==> src/rtl/music_sheet.sv <==
// music_sheet: per-state note track sequencer with square-wave synthesis.
// Optional bass voice on the right channel when MUSIC_STEREO_EN is defined.
module music_sheet #(
    parameter int CLK_HZ      = 100_000_000,
    parameter int BEAT_CYCLES = 25_000_000,
    parameter int TRACK_LEN   = 32
) (
    input  logic        clk,
    input  logic        rst,
    input  logic [1:0]  state,
    input  logic        vol_up,
    input  logic        vol_down,
    input  logic        mute,
    output logic [15:0] audio_in_left,
    output logic [15:0] audio_in_right,
    output logic [2:0]  volume,
    output logic [4:0]  note_idx
);

    localparam int BW = (BEAT_CYCLES > 1) ? $clog2(BEAT_CYCLES) : 1;

    localparam logic [19:0] HP_C4 = 20'(CLK_HZ / (2 * 262));
    localparam logic [19:0] HP_D4 = 20'(CLK_HZ / (2 * 294));
    localparam logic [19:0] HP_E4 = 20'(CLK_HZ / (2 * 330));
    localparam logic [19:0] HP_F4 = 20'(CLK_HZ / (2 * 349));
    localparam logic [19:0] HP_G4 = 20'(CLK_HZ / (2 * 392));
    localparam logic [19:0] HP_A4 = 20'(CLK_HZ / (2 * 440));
    localparam logic [19:0] HP_B4 = 20'(CLK_HZ / (2 * 494));
    localparam logic [19:0] HP_C5 = 20'(CLK_HZ / (2 * 523));

    // One nibble per note, index 0 in the least significant nibble.
    localparam logic [127:0] TRACK0 = 128'h01358531_03456543_04565455_06786566;
    localparam logic [127:0] TRACK1 = 128'h51535153_08765432_15351535_12345678;
    localparam logic [127:0] TRACK2 = 128'h00000000_11223344_00000000_55667788;
    localparam logic [127:0] TRACK3 = 128'h0;

    logic [1:0]    state_q, state_d;
    logic [BW-1:0] beat_q, beat_d;
    logic [4:0]    idx_q, idx_d;
    logic [19:0]   tone_q, tone_d;
    logic          phase_q, phase_d;
    logic [2:0]    vol_q, vol_d;
    logic [15:0]   left_q, left_d;

    logic [127:0]  track;
    logic [3:0]    note_code;
    logic [19:0]   hp;
    logic [15:0]   amp;
    logic          silent;

`ifdef MUSIC_STEREO_EN
    logic [19:0]   tone2_q, tone2_d;
    logic          phase2_q, phase2_d;
    logic [15:0]   right_q, right_d;
    logic [19:0]   hp2;
`endif

    // Note ROM lookup and half-period selection for the current note.
    always_comb begin
        track = TRACK3;
        hp    = '1;
        case (state_q)
            2'd0:    track = TRACK0;
            2'd1:    track = TRACK1;
            2'd2:    track = TRACK2;
            default: track = TRACK3;
        endcase
        note_code = track[{idx_q, 2'b00} +: 4];
        case (note_code)
            4'd1:    hp = HP_C4;
            4'd2:    hp = HP_D4;
            4'd3:    hp = HP_E4;
            4'd4:    hp = HP_F4;
            4'd5:    hp = HP_G4;
            4'd6:    hp = HP_A4;
            4'd7:    hp = HP_B4;
            4'd8:    hp = HP_C5;
            default: hp = '1;
        endcase
    end

    // Sequencer, tone generator, volume and sample next-state logic.
    always_comb begin
        state_d = state;
        beat_d  = beat_q;
        idx_d   = idx_q;
        tone_d  = tone_q;
        phase_d = phase_q;
        vol_d   = vol_q;
`ifdef MUSIC_STEREO_EN
        hp2      = hp + hp;
        tone2_d  = tone2_q;
        phase2_d = phase2_q;
`endif
        if (state_q != state) begin
            beat_d  = '0;
            idx_d   = '0;
            tone_d  = '0;
            phase_d = 1'b0;
`ifdef MUSIC_STEREO_EN
            tone2_d  = '0;
            phase2_d = 1'b0;
`endif
        end else if (beat_q == BW'(BEAT_CYCLES - 1)) begin
            beat_d  = '0;
            idx_d   = (idx_q == 5'(TRACK_LEN - 1)) ? 5'd0 : idx_q + 5'd1;
            tone_d  = '0;
            phase_d = 1'b0;
`ifdef MUSIC_STEREO_EN
            tone2_d  = '0;
            phase2_d = 1'b0;
`endif
        end else begin
            beat_d = beat_q + 1'b1;
            if (tone_q == hp - 20'd1) begin
                tone_d  = '0;
                phase_d = ~phase_q;
            end else begin
                tone_d = tone_q + 20'd1;
            end
`ifdef MUSIC_STEREO_EN
            if (tone2_q == hp2 - 20'd1) begin
                tone2_d  = '0;
                phase2_d = ~phase2_q;
            end else begin
                tone2_d = tone2_q + 20'd1;
            end
`endif
        end

        if (vol_up && !vol_down && vol_q != 3'd5)
            vol_d = vol_q + 3'd1;
        else if (vol_down && !vol_up && vol_q != 3'd1)
            vol_d = vol_q - 3'd1;

        amp    = {1'b0, vol_q, 12'h000};
        silent = (note_code == 4'd0) || mute;
        left_d = silent ? 16'd0 : (phase_q ? amp : (~amp + 16'd1));
`ifdef MUSIC_STEREO_EN
        right_d = silent ? 16'd0 : (phase2_q ? amp : (~amp + 16'd1));
`endif
    end

    // State registers with asynchronous active-high reset.
    always_ff @(posedge clk or posedge rst) begin
        if (rst) begin
            state_q <= 2'd0;
            beat_q  <= '0;
            idx_q   <= '0;
            tone_q  <= '0;
            phase_q <= 1'b0;
            vol_q   <= 3'd3;
            left_q  <= '0;
        end else begin
            state_q <= state_d;
            beat_q  <= beat_d;
            idx_q   <= idx_d;
            tone_q  <= tone_d;
            phase_q <= phase_d;
            vol_q   <= vol_d;
            left_q  <= left_d;
        end
    end

`ifdef MUSIC_STEREO_EN
    // Bass voice registers, one octave below the left voice.
    always_ff @(posedge clk or posedge rst) begin
        if (rst) begin
            tone2_q  <= '0;
            phase2_q <= 1'b0;
            right_q  <= '0;
        end else begin
            tone2_q  <= tone2_d;
            phase2_q <= phase2_d;
            right_q  <= right_d;
        end
    end

    assign audio_in_right = right_q;
`else
    assign audio_in_right = left_q;
`endif

    assign audio_in_left = left_q;
    assign volume        = vol_q;
    assign note_idx      = idx_q;

endmodule

==> config.mk <==
export PLATFORM = sky130hd
export DESIGN_NAME = music_sheet
export DESIGN_NICKNAME = d
export VERILOG_FILES = /design/src/rtl/music_sheet.sv
export SDC_FILE = /design/constraint.sdc
export NUM_CORES = 1
export LEC_CHECK = 0
export CAP_MARGIN = 10
export CORE_ASPECT_RATIO = 1.4
export CORE_MARGIN = 5
export CORE_UTILIZATION = 45
export DETAILED_ROUTE_END_ITERATION = 12
export GPL_TIMING_DRIVEN = 0
export PLACE_DENSITY = 0.7
export SLEW_MARGIN = 20
export SYNTH_ARGS = -nofsm -noshare
export SYNTH_HDL_FRONTEND = slang
export SYNTH_SLANG_ARGS = --single-unit
==> constraint.sdc <==
create_clock -name clk -period 4.3 [get_ports clk]
set_input_delay 0.645 -clock clk [delete_from_list [all_inputs] [get_ports clk]]
set_output_delay 0.645 -clock clk [all_outputs]
set_load 0.05 [all_outputs]
; ---- Yosys cells after proc, flatten, opt, wreduce, memory -nomap -nowiden
; Memories as Yosys holds them, arrays and structs flattened.
; Cells that the tools add are included.
[classes]
n_bitwise = 2
shifts = 1
eq_ne = 8
reduce_logical = 12
add_sub_neg = 7
n_mux = 16
[op_table]
columns = cell, n
row1 = $pmux W127 S3, 1
row2 = $shiftx A128 B8 Y4, 1
row3 = $mux W20, 3
row4 = $mux W25, 2
row5 = $mux W16, 2
row6 = $add A25 B1 Y25 const B, 1
row7 = $eq A25 B25 Y1 const B, 1
row8 = $add A20 B1 Y20 const B, 1
row9 = $eq A20 B20 Y1, 1
row10 = $sub A20 B1 Y20 const B, 1
row11 = $add A16 B1 Y16 const B, 1
row12 = $not A15 Y16, 1
row13 = $mux W5, 3
row14 = $mux W3, 2
row15 = $add A5 B1 Y5 const B, 1
row16 = $eq A5 B5 Y1 const B, 1
row17 = $logic_and A1 B1 Y1, 4
row18 = $logic_not A4 Y1, 1
row19 = $reduce_bool A2 Y1, 2
row20 = $add A3 B1 Y3 const B, 1
row21 = $mux W1, 3
row22 = $ne A3 B1 Y1 const B, 1
row23 = $ne A3 B3 Y1 const B, 1
row24 = $reduce_bool A3 Y1, 1
row25 = 8 further kinds, 9
[totals]
input_bits = 7
output_inout_bits = 40
wordCells = 54
ff_bits = 72
rom_bits = 320
mem_count = 1
[memory_table]
columns = memory, words, width, rd, rd_ports_with_merged_regs, write_ports, line
row1 = (no name shown), 16, 20, 1, 0, 0, 69  ; case (note_code)

; ---- Depth between registers and ports, before layout
; An unclocked memory read counts as a cell.
[logic_depth]
depth_word = 9
mapped_depth = 25
depth_no_buf = 22

; ---- Worst setup path after synthesis
; OpenSTA, ideal clock, no wires.
[synth_timing]
path_kind = register -> register
startpoint = reg idx_q[2] (netlist: note_idx[2])
endpoint = reg tone_q[4]
synth_period_minus_slack_ns = 4.461
path_slack_ns = -0.161
t_arrival_ns = 4.316
path_buffers = 3
setup_ns = 0.145
stages_incl_launch_ff = 20
cell_sequence = dfrtp_1 buf_2 buf_2 o32ai_1 a221o_1 a31o_2 inv_1 ha_1 and4_1 o221ai_1 o31ai_2 ha_1 and2_1 o211ai_1 xnor2_1 or3_1 a22oi_2 and4_4 buf_6 nor3_2
[synth_between]
elab_chain_len = 7
[synth_lines]
columns = item, line
row1 = from (decl), 39  ; logic [4:0] idx_q, idx_d;
row2 = from (signal assigned), 157  ; idx_q <= idx_d;
row3 = $shiftx A128 B8 Y4, 68  ; note_code = track[{idx_q, 2'b00} +: 4];
row4 = $mem_v2 Z16 W20, -
row5 = $sub A20 B1 Y20, 115  ; if (tone_q == hp - 20'd1) begin
row6 = $eq A20 B20 Y1, 115
row7 = $mux W20, 115
row8 = $mux W20, 104  ; end else if (beat_q == BW'(BEAT_CYCLES - 1)) begin
row9 = $mux W20, 95  ; if (state_q != state) begin
row10 = via tone_d[4], 40  ; logic [19:0] tone_q, tone_d;
row11 = to (signal assigned), 158  ; tone_q <= tone_d;
row12 = to (decl), 40
; The timed path passes the listed nets, and every way through them passes these cells.
; A chain may end at the register's enable or synchronous reset.

; ---- Worst setup path in the final report
[layout_timing]
startpoint = reg state_q[0]
endpoint = reg phase_q
[layout_between]
elab_chain_len = 7
word_cells_on_any_way = 11
classes_between = add/sub: 1 / eq/ne: 4 / shift: 1 / mux: 2 / reduce/logical: 2 / memory: 1
[layout_lines]
columns = item, line
row1 = from (decl), 37  ; logic [1:0] state_q, state_d;
row2 = from (signal assigned), 155  ; state_q <= state_d;
row3 = $eq A2 B2 Y1 (tied with other cells), 62  ; case (state_q)
row4 = $pmux W127 S3, 62
row5 = $shiftx A128 B8 Y4, 68
row6 = $mem_v2 Z16 W20, -
row7 = $sub A20 B1 Y20, 115
row8 = $eq A20 B20 Y1, 115
row9 = $reduce_bool A3 Y1 (no source line), -
row10 = to (signal assigned), 159  ; phase_q <= phase_d;
row11 = to (decl), 41  ; logic phase_q, phase_d;
; Several ways; a longest one is shown, not always the timed one.

==> out/qor.yml <==
sta:
  achievable-frequency_mhz: 228
  final-setup-viol-count: 21
  max_slew_headroom_at_the_worst_pin_pct: 49.0
  final_critical_period_ns: 4.39
  hold_viol: 0
  timing.final.crit_share_pct: 102
  final.setup.worst_slack_ns: -0.0878
  fin_setup_tns_ns: -1.13
  clock-skew-final_ns: 0.00359
  timing_worst_slew_pin_value_ns: 0.764
  grt_setup_unrepaired: "yes"
  finalMaxSlewViolations: 0
setup_path:
  timing.critical_path.from_type: "register"
  timing.rr.end: "phase_q$_DFFE_PP0P_"
  cell_breakdown_of_the_critical_path: "buf_4, ha_4, or4_4, a221oi_4, nor3_4, nor2_4, inv_4, ha_4, and4_4, o221ai_2, o31ai_2, ha_2, xnor2_2, a21oi_1, o21ai_1, a311oi_2, o2111ai_1, nor4_1, nand3_1, mux2_4"
  cp_max_fo: 10
  crit_path_frequent_cell: "ha_4"
  worst_setup_end_kind: "register"
  worstPathArrival_ns: 4.60
  cp-startpoint: "state_q[0]$_DFF_PP0_"
  ff2ff_path_depth: 20
  timing.critical_path.max_delay_family: "simple AND/OR/NAND/NOR gates"
  critical_path.max_stage_delay_ns: 0.50
  r2r_slack_ns: -0.09
  wp_buf_inv: 2
  crit_path_slowest_cell: "or4_4"
  criticalPathCategory: "reg2reg"
  worstPathRequired_ns: 4.51
  worstReg2RegStart: "state_q[0]$_DFF_PP0_"
power_and_ir_drop:
  internal_power_mw: 1.38
  p_comb_share_pct: 32.5
  sequential_power_share_pct: 30.6
  reported_net_switching_power_mw: 0.708
  p_sw_share_pct: 34.0
  p_leak_nw: 2.55
  portion_of_total_power_attributed_to_the_clock_network_pct: 36.9
  max-vdd-ir-drop_uv: 343
  total_power_mw: 2.08
  p_per_area_nw_per_um2: 342
floorplan:
  floorplan.initialDensity_pct: 45.4
  core_region_area_sq_um: 10700
  design.portCount: 47
  fp.dieW_microns: 97.8
  chipHeight_microns: 133
  std_cell_rows: 45
  design.die.area_sq_um: 13000
place:
  place.gp.congestion: 0.939
  place_hpwl_mm: 8.75
  pre_cts_slack_ns: -0.785
  io_buffer_count: 21
grt:
  initial_antenna_violation_count: 0
  grt_remaining_overflow: 0
  global_route.usage.total_pct: 18.4
  grt_max_degree: 40
  vias_in_the_first_global_route: 4216
  grt_first_pass_wirelength_mm: 19.9
drt:
  wl_per_cell_microns: 15.5
  final_wl_mm: 11.8
  num_vias: 4180
  drtAntennaViolNets: 0
  vias_per_cell: 5.46
  detail_route.first_pass.iterations: 4
  remaining_drc_errors: 0
  detail_route.iter0.violations: 235
cells_and_area:
  layout.cells.most_common: "nor2_1"
  areaGrowthSynthToFinish_pct: 25.3
  layout.filler_cells: 958
  multi_input_comb_area_sq_um: 3200
  final_core_utilization_pct: 56.9
  layout.cells.most_common_list: "60 x nor2_1, 54 x dfrtp_1, 50 x buf_4, 31 x nand2_1, 30 x xnor2_1"
  final_net_count: 645
  antenna_cells: 0
  area.sequential_sq_um: 1510
  layout-drive-gt1-share_pct: 24.2
yosys:
  synthFlopType: "dfrtp_1"
  warnings_from_yosys: 0
  netlist-cell-type-count: 78
  synth-edff-count: 0
  postSynthRegisterBits: 60
  post_synth.cell_area_avg_sq_um: 8.91
  async_reset_ff_share_pct: 100
  syn_inst: 545
  synth-seq-area-share_pct: 31.0
  mappedNetlistArea_sq_um: 4860
status:
  violations: "setup timing"
  outcome: "complete, but fails checks"
clocking:
  cts_tree: "built"
  cts.sinks: 60
  cts_root_buffer: "clkbuf_16"
  clkLatencyLatePin_ns: 0.33
  htreeDepth: 3
  cts-buffers-inserted: 9
  cts.reportedPaths.clkPinSlew_ns: 0.05
  cts-root-to-sink-buffers: 2
min_path:
  min_delay_worst_endpoint: "beat_q[0]$_DFF_PP0_"
  hold_path_depth: 1
  hold_class: "reg2reg"
  hp-start: "beat_q[0]$_DFF_PP0_"
run:
  max_cap_viol_count: 0
[cells in the mapped netlist, drive strengths merged (3+ instances only)]
cell type	n	area (sq um)
and4	5	46.3
buf	42	312
nor3	30	245
mux2i	12	120
nor2b	11	71.3
and3	12	75.1
or2	3	18.8
inv	24	90.1
nand3	24	120
o211ai	8	60.1
a211o	5	43.8
dfrtp	58	1450
nand4	9	56.3
xor2	27	236
nor4	4	25.0
xnor2	31	272
o21a	3	23.8
o221ai	3	32.5
nand2	32	120
nand2b	4	25.0
a31oi	3	18.8
o21ai	23	138
clkbuf	11	41.3
or3	7	43.8
ha	19	238
and2	6	37.5
a221oi	3	32.5
a221o	4	40.0
o2111ai	3	26.3
a21oi	14	70.1
nor3b	3	32.5
nor2	62	240
[per-layer routing]
metal | track usage (%) | wire (microns)
met5 | 0 | 0
met1 | 20.8 | 4820
met4 | 8.55 | 388
met2 | 33.4 | 6200
met3 | 2.90 | 428
[per-stage QoR]
stage               hold slack [ns]  area, sq um  std cells
global route                  0.477         6090        765
floorplan                     0.433         4960        568
CTS                           0.460         5980        759
finish                        0.452         6090        765
global placement              0.446         5350        730
detailed placement            0.455         5370        731
[area by class of cell]
type                            count  area share (%)
Buffer                             51            6.10
Clock buffer                       10            3.93
Clock inverter                      6            1.42
Inverter                           24            1.81
Multi-Input combinational cell    431            52.5
Sequential cell                    60            24.8
Tap cell                          141            2.90
Timing Repair Buffer               42            6.54
[worst max-delay path by stage]
stage,end,slack [ns],depth (start not counted)
2_1_floorplan,tone_q[4]$_DFF_PP0_,0.03,22
3_3_place_gp,phase_q$_DFFE_PP0P_,-0.72,23
3_5_place_dp,phase_q$_DFFE_PP0P_,-0.78,23
4_1_cts,phase_q$_DFFE_PP0P_,-0.11,21
5_1_grt,tone_q[15]$_DFF_PP0_,-0.21,20
6_report,phase_q$_DFFE_PP0P_,-0.09,20
[registers in the layout (all words and copies together) (netlist names)]
name and flops:
beat_q 25, tone_q 20, state_q 2, audio_in_left 4
phase_q 1, note_idx 5, volume 3
[timing repair]
item,4_1_cts,5_1_grt
gates cloned,0,1
endpoints found under the setup margin,21,21
gates resized for setup,39,9
setup buffers,14,5
pin swaps,16,10
hold buffers,0,0
[power by group through the flow]
| stage | Sequential (mW) | Combinational [mW] | Clock [mW] |
|---|---|---|---|
| 2_1_floorplan | 0.733 | 0.396 | 0 |
| 3_3_place_gp | 0.643 | 0.627 | 0 |
| 3_5_place_dp | 0.643 | 0.644 | 0 |
| 4_1_cts | 0.637 | 0.670 | 0.787 |
| 5_1_grt | 0.641 | 0.728 | 0.813 |
| 6_report | 0.637 | 0.677 | 0.770 |
[cells by family (layout without fill, tap and decap cells)]
family | after synthesis | after routing | share of synthesized area (%)
AO/OA/AOI/OAI | 98 | 98 | 16.4
XOR/XNOR | 59 | 59 | 10.9
adder cells (fa/ha/maj) | 19 | 19 | 4.89
buffers and inverters | 77 | 133 | 9.12
flip-flops | 60 | 60 | 31.0
multiplexers | 14 | 14 | 2.94
other | 1 | 24 | 0.0772
AND/OR/NAND/NOR | 217 | 217 | 24.7
No activity file was read; power rests on OpenSTA's default activity.
